<file path="config.mk">
export PLATFORM = sky130hd
export DESIGN_NAME = lfsr_scrambler
export DESIGN_NICKNAME = d
export VERILOG_FILES = /design/src/rtl/lfsr_pkg.sv /design/src/rtl/lfsr_core.sv /design/src/rtl/lfsr_scrambler.sv
export SDC_FILE = /design/constraint.sdc
export NUM_CORES = 1
export LEC_CHECK = 0
export CAP_MARGIN = 5
export CORE_ASPECT_RATIO = 1.25
export CORE_MARGIN = 8
export CORE_UTILIZATION = 40
export DETAILED_ROUTE_END_ITERATION = 6
export PLACE_DENSITY_LB_ADDON = 0.08
export SYNTH_ARGS = -nofsm -noshare
export SYNTH_HDL_FRONTEND = slang
export SYNTH_SLANG_ARGS = --single-unit
</file>
<file path="constraint.sdc">
create_clock -name clock -period 2.98 [get_ports clock]
set_clock_uncertainty 0.05 [all_clocks]
set_input_delay 0.894 -clock clock [delete_from_list [all_inputs] [get_ports clock]]
set_output_delay 0.894 -clock clock [all_outputs]
set_load 0.005 [all_outputs]
</file>
<file path="src/rtl/lfsr_pkg.sv">
// Shared mode encoding and default LFSR constants for the scrambler slice.
package lfsr_pkg;

  typedef enum logic [1:0] {
    GEN  = 2'b00,
    SCR  = 2'b01,
    DSCR = 2'b10,
    RSVD = 2'b11
  } mode_e;

  localparam int          DEFAULT_WIDTH    = 26;
  // x^26 tap (bit 25) plus bit 5
  localparam logic [63:0] DEFAULT_TAP_MASK = 64'h0000_0000_0200_0020;
  localparam logic [63:0] DEFAULT_SEED     = 64'h0000_0000_0000_0001;

endpackage

</file>
<file path="src/rtl/lfsr_core.sv">
// LFSR state register with feedback and mode-dependent next state.
// Optional all-zero recovery when LFSR_SCRAMBLER_LOCKUP_DETECT_EN is defined.
module lfsr_core
  import lfsr_pkg::*;
#(
  parameter int               WIDTH        = DEFAULT_WIDTH,
  parameter logic [WIDTH-1:0] TAP_MASK     = WIDTH'(DEFAULT_TAP_MASK),
  parameter logic [WIDTH-1:0] SEED_DEFAULT = WIDTH'(DEFAULT_SEED)
) (
  input  logic             clock,
  input  logic             reset,
  input  logic [1:0]       i_mode,
  input  logic             i_load,
  input  logic [WIDTH-1:0] i_seed,
  input  logic             i_shift,
  input  logic             i_in_data,
  output logic             o_out_bit,
  output logic             o_lockup
);

  logic [WIDTH-1:0] r_state;
  logic             w_fb;
  logic             w_scr_bit;
  logic             w_shift_in;
  logic [WIDTH-1:0] w_next;

  assign w_fb      = ^(r_state & TAP_MASK);
  assign w_scr_bit = i_in_data ^ w_fb;
  assign o_out_bit = (i_mode == GEN) ? w_fb : w_scr_bit;

  // Descrambler shifts in the received bit so it tracks the scrambler state
  always_comb begin
    w_shift_in = w_fb;
    case (i_mode)
      GEN:     w_shift_in = w_fb;
      SCR:     w_shift_in = w_scr_bit;
      DSCR:    w_shift_in = i_in_data;
      default: w_shift_in = w_fb;
    endcase
  end

  assign w_next = {r_state[WIDTH-2:0], w_shift_in};

`ifdef LFSR_SCRAMBLER_LOCKUP_DETECT_EN
  logic r_lockup;
  logic w_zero_trap;

  assign w_zero_trap = (r_state == '0) && ((i_mode == GEN) || (i_mode == SCR));

  always_ff @(posedge clock or posedge reset) begin
    if (reset) begin
      r_state  <= SEED_DEFAULT;
      r_lockup <= 1'b0;
    end else if (i_load) begin
      r_state  <= i_seed;
      r_lockup <= 1'b0;
    end else if (w_zero_trap) begin
      r_state  <= SEED_DEFAULT;
      r_lockup <= 1'b1;
    end else if (i_shift) begin
      r_state  <= w_next;
    end
  end

  assign o_lockup = r_lockup;
`else
  always_ff @(posedge clock or posedge reset) begin
    if (reset) begin
      r_state <= SEED_DEFAULT;
    end else if (i_load) begin
      r_state <= i_seed;
    end else if (i_shift) begin
      r_state <= w_next;
    end
  end

  assign o_lockup = 1'b0;
`endif

endmodule

</file>
<file path="src/rtl/lfsr_scrambler.sv">
// Bit-serial LFSR generator/scrambler/descrambler with valid/ready handshake.
// Build option: LFSR_SCRAMBLER_LOCKUP_DETECT_EN enables all-zero lockup recovery.
module lfsr_scrambler
  import lfsr_pkg::*;
#(
  parameter int               WIDTH        = DEFAULT_WIDTH,
  parameter logic [WIDTH-1:0] TAP_MASK     = WIDTH'(DEFAULT_TAP_MASK),
  parameter logic [WIDTH-1:0] SEED_DEFAULT = WIDTH'(DEFAULT_SEED)
) (
  input  logic             clock,
  input  logic             reset,
  input  logic [1:0]       mode,
  input  logic             load,
  input  logic [WIDTH-1:0] seed,
  input  logic             in_valid,
  input  logic             in_data,
  output logic             in_ready,
  output logic             out_valid,
  output logic             out_data,
  input  logic             out_ready,
  output logic [31:0]      bit_count,
  output logic             lockup
);

  logic        r_out_valid;
  logic        r_out_data;
  logic [31:0] r_bit_count;
  logic        w_in_ready;
  logic        w_xfer;
  logic        w_out_bit;

  assign w_in_ready = (~r_out_valid | out_ready) & (mode != RSVD);
  assign w_xfer     = in_valid & w_in_ready & ~load;

  lfsr_core #(
    .WIDTH        (WIDTH),
    .TAP_MASK     (TAP_MASK),
    .SEED_DEFAULT (SEED_DEFAULT)
  ) u_core (
    .clock     (clock),
    .reset     (reset),
    .i_mode    (mode),
    .i_load    (load),
    .i_seed    (seed),
    .i_shift   (w_xfer),
    .i_in_data (in_data),
    .o_out_bit (w_out_bit),
    .o_lockup  (lockup)
  );

  // Load wins over a coincident transfer; the count saturates rather than wraps
  always_ff @(posedge clock or posedge reset) begin
    if (reset) begin
      r_out_valid <= 1'b0;
      r_out_data  <= 1'b0;
      r_bit_count <= 32'd0;
    end else if (load) begin
      r_out_valid <= 1'b0;
      r_bit_count <= 32'd0;
    end else if (w_xfer) begin
      r_out_valid <= 1'b1;
      r_out_data  <= w_out_bit;
      if (r_bit_count != 32'hFFFF_FFFF) begin
        r_bit_count <= r_bit_count + 32'd1;
      end
    end else if (out_ready) begin
      r_out_valid <= 1'b0;
    end
  end

  assign in_ready  = w_in_ready;
  assign out_valid = r_out_valid;
  assign out_data  = r_out_data;
  assign bit_count = r_bit_count;

endmodule

</file>
==> results of run 1 <==
-- layout make-up --
type,instances,area share (%)
Clock inverter,5,1.711
Timing Repair Buffer,89,19.54
Clock buffer,11,3.223
Multi-Input combinational cell,259,37.99
Inverter,6,0.5134
Sequential cell,60,34.26
Tap cell,97,2.767
-- layout by cell type, fill, tap and decap left out, drive strengths merged, types with 12 or more instances in the layout --
cell type       n
nand4          14
nand3          13
a21oi          22
mux2i          26
or4            12
o21ai          41
buf            22
dfrtp          59
clkdlybuf4s50  66
nand2          39
nor2           18
-- kinds of logic after synthesis --
logic type	count (synthesis)	share of synthesized area, %
and+or+nand+nor	135	23.37
buffers and inverters	25	3.989
muxes	30	9.270
other	1	0.1139
DFF	60	45.63
AOI/OAI and AO/OA	85	14.93
xor gates and xnor gates	3	0.7980
adders and majority gates	5	1.900
-- report_power, final --
| group | internal [mW] | switching, mW | total [mW] |
|---|---|---|---|
| clock network | 0.490 | 0.322 | 0.812 |
| registers | 0.861 | 0.0281 | 0.890 |
| logic | 0.122 | 0.109 | 0.232 |
| total | 1.47 | 0.460 | 1.93 |
-- sequential cells by signal, indices dropped and copies added (netlist names) --
name	flops
out_valid	1
u_core.r_state	26
out_data	1
bit_count	32
-- per-layer routing --
metal | global-route usage, % | share of wire [%] | vias up
met4 | 7.715 | 1.8 | 0
met3 | 3.934 | 4.5 | 10
met5 | 0 | 0 | -
met1 | 18.13 | 42 | 1349
met2 | 24.47 | 51 | 58
li1 | - | - | 1417
-- path summary, 6_finish.rpt --
kind / depth (start not counted) / endpoint / startpoint / slack [ps]
setup / recovery: 4 / in_ready / mode[0] / 110
hold / removal: 2 / out_data / out_data / 500
setup reg to reg: 6 / bit_count[31] / bit_count[0] / 730
hold reg to reg: 2 / out_data / out_data / 500
max in group asynchronous: 3 / u_core.r_state[0] / reset / 1530
min in group asynchronous: 2 / u_core.r_state[8] / reset / 760
-- worst max-delay path: stages --
cell	delay, ps
sky130_fd_sc_hd__clkdlybuf4s50_1	420
sky130_fd_sc_hd__ha_1	240
sky130_fd_sc_hd__nor2_1	120
sky130_fd_sc_hd__dlygate4sd2_1	250
-- through the flow --
stage          util [%]  cell area, um2  setup TNS (ps)  setup WS, ps  power [mW]
6_report          54.15            4387               0         105.2       1.934
5_1_grt           54.15            4387               0         22.67       2.044
4_1_cts           54.15            4387               0         88.33       1.968
3_5_place_dp      51.49            4172          -340.5        -200.7       1.142
3_3_place_gp      51.49            4172          -261.4        -196.8       1.139
2_1_floorplan         -            3293               0         415.9       1.026
-- repair_timing --
action | in CTS | in global routing
gates resized for setup | 1 | 0
setup endpoints to repair | 1 | 0
setup buffers | 0 | 0
==> flow_metrics.env, run 1 <==
export IMPL_grt_max_degree=65
export IMPL_synth_cell_area_um2=3293
export IMPL_min_path_type="reg2reg"
export IMPL_netlist_top_cell_by_area="sky130_fd_sc_hd__dfrtp_1"
export IMPL_fp_dieArea_um2=11410
export IMPL_power_density_cell_area_nw_per_um2=440.8
export IMPL_antenna_found_initial=0
export IMPL_area_growth_syn_to_layout_pct=33.21
export IMPL_hold_buffers=0
export IMPL_sort_of_element_at_the_start_of_the_critical_path="primary input"
export IMPL_tritoncts_num_buffers=9
export IMPL_layout_drive_gt1_share_pct=12.79
export IMPL_vias=2834
export IMPL_hold_worst_slack_ps=496.5
export IMPL_final_min_period_over_clock_period_pct=96.47
export IMPL_vias_in_the_first_global_route=2923
export IMPL_synthDominantCellAreaShare_pct=44.83
export IMPL_synth_edf_count=0
export IMPL_synth_most_common_cell="sky130_fd_sc_hd__dfrtp_1"
export IMPL_synth_lib_cells_used_distinct=46
export IMPL_cts_sinks=60
export IMPL_postRouteWirelength_um=8338
export IMPL_ir_drop_mv=0.3177
export IMPL_clock_path_buffers=2
export IMPL_synthFlopType="sky130_fd_sc_hd__dfrtp_1"
export IMPL_clock_tree_htree_level_count=3
export IMPL_run_status="completed"
export IMPL_critical_path_max_fanout=2
export IMPL_timing_max_cap_violations=0
export IMPL_drt_vias_per_instance=5.378
export IMPL_multi_input_comb_area_um2=1667
export IMPL_synth_top_cells_by_count="sky130_fd_sc_hd__dfrtp_1 (59), sky130_fd_sc_hd__o21ai_0 (40), sky130_fd_sc_hd__nand2_1 (38)"
export IMPL_hold_violation_total_from_the_final_report=0
export IMPL_max_freq_mhz=347.9
export IMPL_static_leakage_power_nw=1.779
export IMPL_floorplan_initialDensity_pct=40.65
export IMPL_iteration_count_of_the_initial_detailed_routing_pass=4
export IMPL_clock_tree_root_cell="sky130_fd_sc_hd__clkbuf_8"
export IMPL_overflow_left_after_global_routing=0
export IMPL_worst_slew_pin_transition_ps=558.4
export IMPL_wire_per_inst_um=15.82
export IMPL_die_height_um=117.4
export IMPL_setup_violations=0
export IMPL_slew_violations=0
export IMPL_global_route_wire_length_before_repair_um=14370
export IMPL_n_antenna_cell=0
export IMPL_fp_row_count=37
export IMPL_die_w_um=97.16
export IMPL_fillerInstances=741
export IMPL_fin_crit_ps=2875
export IMPL_cp_end_kind="output pin"
export IMPL_finalNetCount=464
export IMPL_synthCells=344
export IMPL_port_buffers=68
export IMPL_drtAntennaViolNets=0
export IMPL_globalplace_congestion=0.8264
export IMPL_netlist_top_cells_area="sky130_fd_sc_hd__dfrtp_1 (45%), sky130_fd_sc_hd__mux2i_1 (7.9%), sky130_fd_sc_hd__o21ai_0 (6.1%), sky130_fd_sc_hd__nand2_1 (4.3%), sky130_fd_sc_hd__a21oi_1 (3.3%)"
export IMPL_cts_clk_slew_worst_paths_ps=60
export IMPL_floorplan_io_pins=70
export IMPL_core_region_area_um2=8102
export IMPL_gr_usage_all_layers_pct=15.17
export IMPL_drc=0
export IMPL_criticalPathCategory="in2out"
export IMPL_grt_setup_unrepaired="no"
export IMPL_async_flop_share_pct=100.0
export IMPL_synth_yosys_warnings=0
export IMPL_ys_seq_area_share_pct=45.63
export IMPL_critical_path_at_ps=1930
export IMPL_syn_area_per_cell_um2=9.573
export IMPL_post_route_insts_no_fill=527
export IMPL_dp_hpwl_um=6062
export IMPL_cts_tree="done"
export IMPL_clock_latency_on_the_worst_skew_pair_ps=340
export IMPL_relSlewSlack_pct=62.77
export IMPL_drt_initial_drc_count=128
export IMPL_crit_required_ps=2040
export IMPL_area_sequential_um2=1503
export IMPL_placed_cells=511
export IMPL_synth_seq_cells=60
export IMPL_syn_nets=383
(Power assumes the default switching activity.)
==> inputs of run 2 (changes only) <==
--- a/config.mk
+++ b/config.mk
@@ -8,8 +8,9 @@
 export CAP_MARGIN = 5
 export CORE_ASPECT_RATIO = 1.25
 export CORE_MARGIN = 8
-export CORE_UTILIZATION = 40
+export CORE_UTILIZATION = 50
 export DETAILED_ROUTE_END_ITERATION = 6
+export GPL_TIMING_DRIVEN = 0
 export PLACE_DENSITY_LB_ADDON = 0.08
 export SYNTH_ARGS = -nofsm -noshare
 export SYNTH_HDL_FRONTEND = slang
==> flow_metrics.env, run 2 (synthesized netlist as in run 1, its figures left out) <==
export IMPL_sort_of_element_at_the_start_of_the_critical_path="primary input"
export IMPL_critical_path_max_fanout=3
export IMPL_setup_violations=0
export IMPL_reg2reg_to="bit_count[22]"
export IMPL_hold_worst_slack_ps=495.0
export IMPL_clock_latency_on_the_worst_skew_pair_ps=340
export IMPL_static_leakage_power_nw=1.729
export IMPL_cts_tree="done"
export IMPL_drtAntennaViolNets=0
export IMPL_dp_hpwl_um=6277
export IMPL_max_freq_mhz=346.1
export IMPL_slew_violations=0
export IMPL_cts_repair_timing_setup_buffer_count=0
export IMPL_die_w_um=88.59
export IMPL_combPwrFrac_pct=12.6
export IMPL_clock_network_fraction_of_design_power_pct=39.3
export IMPL_fp_dieArea_um2=9456
export IMPL_crit_required_ps=2040
export IMPL_antenna_found_initial=0
export IMPL_fin_crit_ps=2890
export IMPL_floorplan_io_pins=70
export IMPL_power_switching_mw=0.4685
export IMPL_drc=0
export IMPL_layout_drive_gt1_share_pct=11.45
export IMPL_final_min_period_over_clock_period_pct=96.97
export IMPL_relSlewSlack_pct=54.85
export IMPL_cp_end_kind="output pin"
export IMPL_cts_sinks=60
export IMPL_internal_power_mw=1.378
export IMPL_run_status="completed"
export IMPL_clock_tree_root_cell="sky130_fd_sc_hd__clkbuf_8"
export IMPL_drt_vias_per_instance=5.746
export IMPL_timing_max_cap_violations=0
export IMPL_wire_per_inst_um=16.51
export IMPL_timing_reg2reg_setup_slack_ps=790
export IMPL_cts_clk_slew_worst_paths_ps=60
export IMPL_tritoncts_num_buffers=9
export IMPL_area_growth_syn_to_layout_pct=31.61
export IMPL_fp_row_count=33
export IMPL_grt_setup_unrepaired="no"
export IMPL_clock_tree_htree_level_count=3
export IMPL_power_density_cell_area_nw_per_um2=426.1
export IMPL_core_region_area_um2=6482
export IMPL_floorplan_initialDensity_pct=50.80
export IMPL_critical_path_at_ps=1950
export IMPL_globalplace_congestion=0.8246
export IMPL_grt_max_degree=32
export IMPL_clock_path_buffers=2
export IMPL_vias_in_the_first_global_route=3005
export IMPL_drt_initial_drc_count=175
export IMPL_iteration_count_of_the_initial_detailed_routing_pass=4
export IMPL_port_buffers=68
export IMPL_min_path_type="reg2reg"
export IMPL_final_cell_mix="sky130_fd_sc_hd__clkdlybuf4s50_1 (67), sky130_fd_sc_hd__dfrtp_1 (59), sky130_fd_sc_hd__o21ai_0 (40)"
export IMPL_finalNetCount=463
export IMPL_netSwitchingFraction_pct=25.37
export IMPL_vias=2959
export IMPL_overflow_left_after_global_routing=0
export IMPL_crit_start="mode[1]"
export IMPL_cp_endpoint="in_ready"
export IMPL_postRouteWirelength_um=8502
export IMPL_most_frequent_standard_cell_in_the_layout_excluding_fill_and_tap_cells="sky130_fd_sc_hd__clkdlybuf4s50_1"
export IMPL_crit_reg2reg_launch="bit_count[0]"
export IMPL_hold_violation_total_from_the_final_report=0
export IMPL_dpl_instance_area_um2=4103
export IMPL_gr_usage_all_layers_pct=19.40
export IMPL_criticalPathCategory="in2out"
export IMPL_power_frac_seq_pct=48.2
export IMPL_worst_r2r_cell_count=6
export IMPL_worst_slew_pin_transition_ps=676.3
export IMPL_die_height_um=106.7
export IMPL_n_antenna_cell=0
export IMPL_ir_drop_mv=0.3098
export IMPL_global_route_wire_length_before_repair_um=14340
export IMPL_design_area_um2=4334
export IMPL_largest_register_ff_count=32
## run 2: cell type report
| type | count | area [um2] |
|---|---|---|
| clock buffers | 10 | 137.6 |
| well taps | 87 | 108.9 |
| plain buffers | 19 | 117.6 |
| multi-input cells | 259 | 1693 |
| fillers | 541 | 2148 |
| flip-flops and latches | 60 | 1503 |
| clock inverters | 5 | 52.55 |
| inverters | 6 | 22.52 |
| repair buffers | 69 | 699.4 |
## run 2: metal layers
metal | vias up | wire (um) | track usage (%)
met1 | 1425 | 3439 | 22.62
met5 | - | 0 | 0
met3 | 14 | 476 | 4.897
li1 | 1424 | - | -
met4 | 0 | 169 | 9.091
met2 | 96 | 4417 | 32.26
## run 2: through the flow
stage / utilization [%] / power (mW) / setup TNS, ps / instances / setup slack (ps)
after floorplan: - / 1.026 / 0 / 344 / 415.9
after global placement: 62.98 / 1.124 / -44050 / 499 / -506.5
after detailed placement: 63.29 / 1.134 / -14960 / 500 / -474.7
after CTS: 66.42 / 1.856 / 0 / 515 / 30.64
after global routing: 66.86 / 1.933 / 0 / 515 / 5.838
final: 66.86 / 1.847 / 0 / 515 / 90.26
## run 2: how the worst min path moves through the flow
stage                        start  endpoint  slack, ps  depth (start not counted)
after floorplan           out_data  out_data        450                          2
after global placement    out_data  out_data        480                          2
after CTS                 out_data  out_data        500                          2
after detailed placement  out_data  out_data        470                          2
final                     out_data  out_data        490                          2
after global routing      out_data  out_data        550                          2
## run 2: timing repair
| item | CTS | global route |
|---|---|---|
| pin swaps | 1 | 0 |
| gates resized for setup | 5 | 7 |
| hold buffers | 0 | 0 |
| endpoints found under the setup margin | 23 | 20 |
| endpoints found under the hold margin | 0 | 0 |
## run 2: power groups by stage
stage | logic [mW] | registers (mW) | clock network [mW]
2_1_floorplan | 0.129 | 0.897 | 0
3_3_place_gp | 0.221 | 0.903 | 0
3_5_place_dp | 0.230 | 0.904 | 0
4_1_cts | 0.233 | 0.889 | 0.735
5_1_grt | 0.260 | 0.895 | 0.777
6_report | 0.232 | 0.889 | 0.726
## run 2: worst max-delay path: stages
cell,delay (ps)
sky130_fd_sc_hd__clkdlybuf4s50_1,530
sky130_fd_sc_hd__ha_2,210
sky130_fd_sc_hd__nor2_2,50
sky130_fd_sc_hd__dlygate4sd2_1,270
